**config.mk**
```make
export PLATFORM = sky130hd
export DESIGN_NAME = jts16_trackball_rdctl
export DESIGN_NICKNAME = d
export VERILOG_FILES = /design/src/rtl/jts16_trackball_rdctl.sv
export SDC_FILE = /design/constraint.sdc
export NUM_CORES = 1
export LEC_CHECK = 0
export CAP_MARGIN = 20
export CORE_MARGIN = 3
export CORE_UTILIZATION = 54
export DETAILED_ROUTE_END_ITERATION = 12
export PLACE_DENSITY = 0.87
export SYNTH_ARGS = -nofsm -noshare
export SYNTH_HDL_FRONTEND = slang
export SYNTH_SLANG_ARGS = --single-unit
```
**constraint.sdc**
```tcl
create_clock -name clk -period 6.3 [get_ports clk]
set_input_delay 1.26 -clock clk [delete_from_list [all_inputs] [get_ports clk]]
set_output_delay 1.26 -clock clk [all_outputs]
set_load 0.01 [all_outputs]
```
**src/rtl/jts16_trackball_rdctl.sv**
```systemverilog
// CPU read window over eight 12-bit trackball counters, with coherent low/high byte reads.
// Optional macro TRACKBALL_DELTA_EN: reads return the counter minus a per-channel reference.
module jts16_trackball_rdctl #(
   parameter int STALE_LINES = 4
)(
   input  logic        clk,
   input  logic        rst_n,
   input  logic        LHBL,
   input  logic        cs,
   input  logic        rnw,
   input  logic [3:0]  addr,
   input  logic [7:0]  din,
   input  logic [95:0] trackball,
   output logic [7:0]  dout,
   output logic        ok
);
   typedef enum logic {IDLE = 1'b0, HELD = 1'b1} ch_state_t;

   localparam logic [3:0] STALE = 4'(STALE_LINES);
`ifdef TRACKBALL_DELTA_EN
   localparam int SNAP_W = 12;
`else
   localparam int SNAP_W = 4;
`endif

   logic        cs_l, lhbl_l, armed_reg;
   logic        start, tick, rd_lo, rd_hi;
   logic [2:0]  ch;
   logic [7:0]  held_vec;
   logic [11:0] val [8];
   logic [3:0]  snap_nib [8];
   logic [11:0] cur;
   logic [3:0]  hi_nib;
   logic        unused_din;

   // armed_reg keeps a cs that is still high after reset from being taken as a new access
   assign ch     = addr[3:1];
   assign start  = cs & ~cs_l & armed_reg;
   assign tick   = lhbl_l & ~LHBL;
   assign rd_lo  = start & rnw & ~addr[0];
   assign rd_hi  = start & rnw & addr[0];
   assign cur    = val[ch];
   assign hi_nib = held_vec[ch] ? snap_nib[ch] : cur[11:8];
   assign unused_din = ^din;

`ifdef TRACKBALL_DELTA_EN
   logic wr;
   assign wr = start & ~rnw;
`endif

   generate
      for (genvar gi = 0; gi < 8; gi++) begin : g_ch
         ch_state_t         state_reg, state_next;
         logic [3:0]        cnt_reg, cnt_next;
         logic [SNAP_W-1:0] snap_reg;
         logic              sel;

         assign sel = (ch == 3'(gi));

`ifdef TRACKBALL_DELTA_EN
         logic [11:0] ref_reg;
         assign val[gi] = trackball[12*gi +: 12] - ref_reg;

         always_ff @(posedge clk) begin
            if (!rst_n)
               ref_reg <= '0;
            else if (sel && wr)
               ref_reg <= trackball[12*gi +: 12];
            else if (sel && rd_hi && state_reg == HELD)
               ref_reg <= ref_reg + snap_reg;
         end
`else
         assign val[gi] = trackball[12*gi +: 12];
`endif

         assign held_vec[gi] = (state_reg == HELD);
         assign snap_nib[gi] = snap_reg[SNAP_W-1 -: 4];

         // Accesses to this channel take priority over a coincident line tick
         always_comb begin
            state_next = state_reg;
            cnt_next   = cnt_reg;
            if (sel && rd_lo) begin
               state_next = HELD;
               cnt_next   = '0;
            end else if (sel && rd_hi) begin
               state_next = IDLE;
`ifdef TRACKBALL_DELTA_EN
            end else if (sel && wr && din[0]) begin
               state_next = IDLE;
`endif
            end else if (tick && state_reg == HELD) begin
               if (cnt_reg + 4'd1 >= STALE) begin
                  state_next = IDLE;
                  cnt_next   = STALE;
               end else begin
                  cnt_next = cnt_reg + 4'd1;
               end
            end
         end

         always_ff @(posedge clk) begin
            if (!rst_n) begin
               state_reg <= IDLE;
               cnt_reg   <= '0;
               snap_reg  <= '0;
            end else begin
               state_reg <= state_next;
               cnt_reg   <= cnt_next;
               if (sel && rd_lo)
                  snap_reg <= val[gi][11 -: SNAP_W];
            end
         end
      end
   endgenerate

   always_ff @(posedge clk) begin
      if (!rst_n) begin
         cs_l      <= 1'b0;
         lhbl_l    <= 1'b0;
         armed_reg <= 1'b0;
         ok        <= 1'b0;
         dout      <= '0;
      end else begin
         cs_l      <= cs;
         lhbl_l    <= LHBL;
         armed_reg <= armed_reg | ~cs;
         ok        <= start | (ok & cs);
         if (rd_lo)
            dout <= cur[7:0];
         else if (rd_hi)
            dout <= {{4{hi_nib[3]}}, hi_nib};
      end
   end

endmodule

```
== Yosys cells after proc, flatten, opt, wreduce, memory -nomap -nowiden ==
Cells that the tools add are included.
Storage, ports and cells
  register bits after elaboration: 84
  bits in latches: 0
  memory bits (writable): 0
  ROM bits: 0
  input port bits: 113
  output and inout bits: 9
  logic and storage cells: 194
  memories: 0
Cells by class
  add/subtract/negate cells: 8
  $mul: 0
  div/mod/pow operators: 0
  $lt $le $gt $ge: 10
  eq/ne operators: 7
  shift-type cells: 0
  mux-type cells: 51
  bitwise operators: 23
  reduce and logical (&&, ||, !) cells: 66
Operators by type and width (number)
  $reduce_bool 3->1: 16
  $mux 4: 11
  $bmux 12 s3: 1
  $mux 1: 33
  $add 4x1->4 const B: 8
  $ge 4x3->1 const B: 8
  $reduce_and 2->1: 16
  $logic_and 1x1->1: 24
  $mux 12: 2
  $mux 8: 2
  $reduce_or 2->1: 8
  $not 1->1: 13
  $bmux 4 s3: 1
  $eq 3x3->1 const B: 4
  $and 1x1->1: 7
  $eq 3x2->1 const B: 2
  $ge 4x4->1 const B: 1
  $lt 3x4->1 const B: 1
  $not 3->4: 1
  $bmux 1 s3: 1
  $eq 3x1->1 const B: 1
  $logic_not 3->1: 1
  $or 1x1->1: 2
  $reduce_bool 2->1: 1

== Longest topological paths before layout ==
  depth after elaboration: 8
  mapped depth: 8
  gate-level depth less buffers: 6

== Worst setup path before layout ==
No wires, ideal clock.
  path type: in2reg
  start: in addr[1]
  end: reg dout[3]
  setup time: 0.122 ns
  arrival time: 2.725 ns
  required time: 6.178 ns
  path slack: 3.453 ns
  cell stages on the path: 6
  buffers on the path: 3
  cells stage by stage: buf_6 -> buf_12 -> buf_6 -> mux4_1 -> mux2_2 -> a221o_1
On the way
  cells in the longest elaborated chain, start to end: 7
  elaborated cells on any way between the ends: 12
  classes of those cells: mux: 11; bitwise: 1
Ends and longest elaborated chain
  start: declaration: RTL line 11  | input logic [3:0] addr,
  $not 3->4 (implied by the code): RTL line 42, 43
  $bmux 12 s3 or $bmux 4 s3 (tied branches): RTL line 42, 43
  $mux 12 (implied by the code) or $mux 4 (tied branches) (2 in series): RTL line 42, 43
  $mux 4: RTL line 43  | assign hi_nib = held_vec[ch] ? snap_nib[ch] : cur[11:8];
  $mux 8: RTL line 131  | else if (rd_hi)
  $mux 8 (*): RTL line 129  | if (rd_lo)
  end signal: assignment: RTL line 130  | dout <= cur[7:0];
  end signal: assignment: RTL line 132  | dout <= {{4{hi_nib[3]}}, hi_nib};
  end: declaration: RTL line 14  | output logic [7:0] dout,
Every way passes the cells marked *; elsewhere a longest branch is shown, timed or not. The select of a mux whose other input is x is not followed.
A chain may end at the register's enable or synchronous reset.

== Worst setup path in the final report ==
  start: in addr[3]
  end: reg dout[5]
Same word-level chain as after synthesis.

==> impl_results.md <==
- Chip Height: 101 microns
- Mapped Cells: 481
- Worst EP required: between 6 and 7 ns
- Resized cells post-CTS: 0
- Met3 WL: between 600 and 700 microns
- Final Max Slew Viols: 0
- Largest net degree at the start of global routing: 60
- Worst R2R Start: cs_l$_SDFF_PN0_
- Core box area: 8460 sq um
- Layout cells sized above 1: 8.19%
- Syn nets: approximately 600
- Area post-placement: ~6000 sq um
- Commonest cells after routing, fill and taps aside: clkdlybuf4s50_1, dfxtp_1, nand2_1
- Routed vias: between 4000 and 5000
- Final HPWL DP: 9200 microns
- Total gr overflow: 0
- P&R area growth vs syn: 27.8%
- Die Area: 10100 sq um
- Seq/Total Area, Yosys: between 30% and 40%
- CTS tree: built
- Mapped cell area: about 4800 sq um
- Area share of the largest cell type after synthesis: 34.7%
- Critical Path Start: addr[3]
- Critical path fanouts, max: 18
- Final GP Congestion: 0.816
- Synthesized area per cell: about 10 sq um
- Fmax: about 0.28 GHz
- Register bit total from synthesis: 84
- First-pass GRT wire length: between 15000 and 20000 microns
- DRC errors left: 0
- Sinks on Clock Net: 84
- Wire length on met1: 4980 microns
- Final hold vios: 0
- Outcome: complete, no violations
- Max layer used: met4
- DRT Wirelength: ~12000 microns
- Commonest non-fill, non-tap cell in the layout: clkdlybuf4s50_1
- Final setup violation count: 0
- GRT Overall Usage: about a quarter
- Slew @ Worst Pin: between 0.9 and 1 ns
- FFs w/ async S/R, synth: 0%
- Fill cells: 567
- Die Width: roughly 100 microns
- Register Area: 1680 sq um
- Met2 routed WL: approximately 6300 microns
- LEAKAGE: around 2.3 nW
- Inserted Clock Buffers: 9
- Worst Setup Start Kind: primary input
- CP Capture Type: register
- Final #Nets: about 700
- H-tree depth: 3
- Initial DRT Pass Iterations: 5
- Unrepaired setup endpoints after global routing: false
- Setup CP Type: primary input to register
- Footprint of the multi-input gates: 2970 sq um
- Setup TNS Final: 0 ns
- Cell taking the most area after synthesis: dfxtp_1
- Number of synthesized flops with an enable pin: 0
- Hold Path Depth: 2
- Most used DFF post-synth: dfxtp_1
- Final Cycle Share: around 56%
- Initial antenna violation count: 0
- Clk Latency, worst-skew pair: about 0.35 ns
- Post-layout worst setup margin: about 2.8 ns
- Layout Skew: approximately 0.0049 ns
- Maximum VDD drop: ~140 uV
- DR vias/cell: 6.13
- IO Count: 122
- Routed Antenna Nets: 0
- Cells on worst reg2reg path: 5
- Crit path time final: roughly 3.5 ns
- MaxCap Viol Count: 0
- Antenna diodes: 0
- CTS root buf: clkbuf_8
- Clock Tree Buf Depth: 2
- Starting Density: roughly 57%
- Slew margin rel.: roughly two fifths
- Main area contributors after synthesis: dfxtp_1, mux4_1, mux2i_1, mux4_2, nand2_1
- Final Cell Area: approximately 6200 sq um
- Per-cell routed wire length: between 15 and 20 microns
- Netlist cell types: 53
- WP data arrival: ~3.8 ns
- Port bufs: ~110
- FP Rows: 33
- PD cells: around 190 nW/um^2
- Hold path start: g_ch[2].cnt_reg[3]$_SDFFE_PP0P_
- Dpl ws: between 2 and 2.5 ns
- Reg clk slew, reported paths: 0.09 ns
- Iteration-0 DRC Markers: between 200 and 250
- Worst hold path type: register to register
- CTS Hold Bufs: 0
- Vias in the first global route: 4177
- Post-CTS setup buffers: 0
- Yosys warns: 0
-- layer usage --
metal	GRT usage, %	vias up
met5	0	-
met1	30.8	2038
li1	-	2000
met3	3.46	29
met2	42.0	172
met4	9.74	0
-- stage by stage --
stage                     total power [mW]  utilization, %  hold WS [ns]  std cells
after floorplan                      0.627               -         0.419        481
after global placement               0.705            70.3         0.431        675
after detailed placement             0.709            70.3         0.436        675
after CTS                             1.17            73.1         0.450        691
after global routing                  1.20            73.1         0.470        691
final                                 1.17            73.1         0.448        691
-- cells in the mapped netlist (all sizes together), types with 2 or more instances --
cell type  number
a211oi          6
a21boi         11
a21o            2
a21oi          29
a221o           5
a22o            3
a22oi           4
a32o            3
and2           11
and3            5
buf            13
clkbuf         13
dfxtp          84
ha              8
inv            10
mux2            7
mux2i          40
mux4           31
nand2          55
nand2b         13
nand3          12
nand3b          4
nor2           28
nor2b          27
nor3            7
o21a            6
o21ai          12
o311ai          2
o31ai           3
o41ai           3
or2             3
or3             7
-- final cells by class --
type                       instances  share of cell area (%)
inverter                          10                   0.606
sequential                        84                    27.2
tap                              105                    2.12
multi-input combinational        361                    47.9
timing repair buffer             115                    18.4
clock buffer                      10                    2.06
clock inverter                     6                    1.80
-- final timing paths --
kind	endpoint	slack, ns
max	dout[5]$_SDFFE_PN0P_	2.75
min reg2reg	g_ch[2].cnt_reg[3]$_SDFFE_PP0P_	0.45
max reg2reg	g_ch[0].snap_reg[0]$_SDFFE_PN0P_	3.89
min	g_ch[2].cnt_reg[3]$_SDFFE_PP0P_	0.45
-- power by group --
part | leakage, nW | internal (mW) | total [mW] | switching, mW
Sequential | 0.678 | 0.534 | 0.536 | 0.00223
Combinational | 1.53 | 0.101 | 0.162 | 0.0612
Clock | 0.117 | 0.264 | 0.468 | 0.203
Total | 2.32 | 0.900 | 1.17 | 0.267
-- cell families after synthesis --
family / after synthesis / synth area share, %
muxes: 78 / 26.1
AOI/OAI and AO/OA: 99 / 14.5
buffers and inverters: 36 / 4.11
DFF: 84 / 34.7
and+or+nand+nor: 176 / 18.5
adders and majority gates: 8 / 2.07
-- worst max-delay path: stages --
cell             delay [ns]
clkdlybuf4s50_1        0.90
inv_1                  0.50
mux2i_4                0.36
o21ai_0                0.33
a31oi_2                0.12
a221o_1                0.31
No activity file was read; power rests on OpenSTA's default activity.
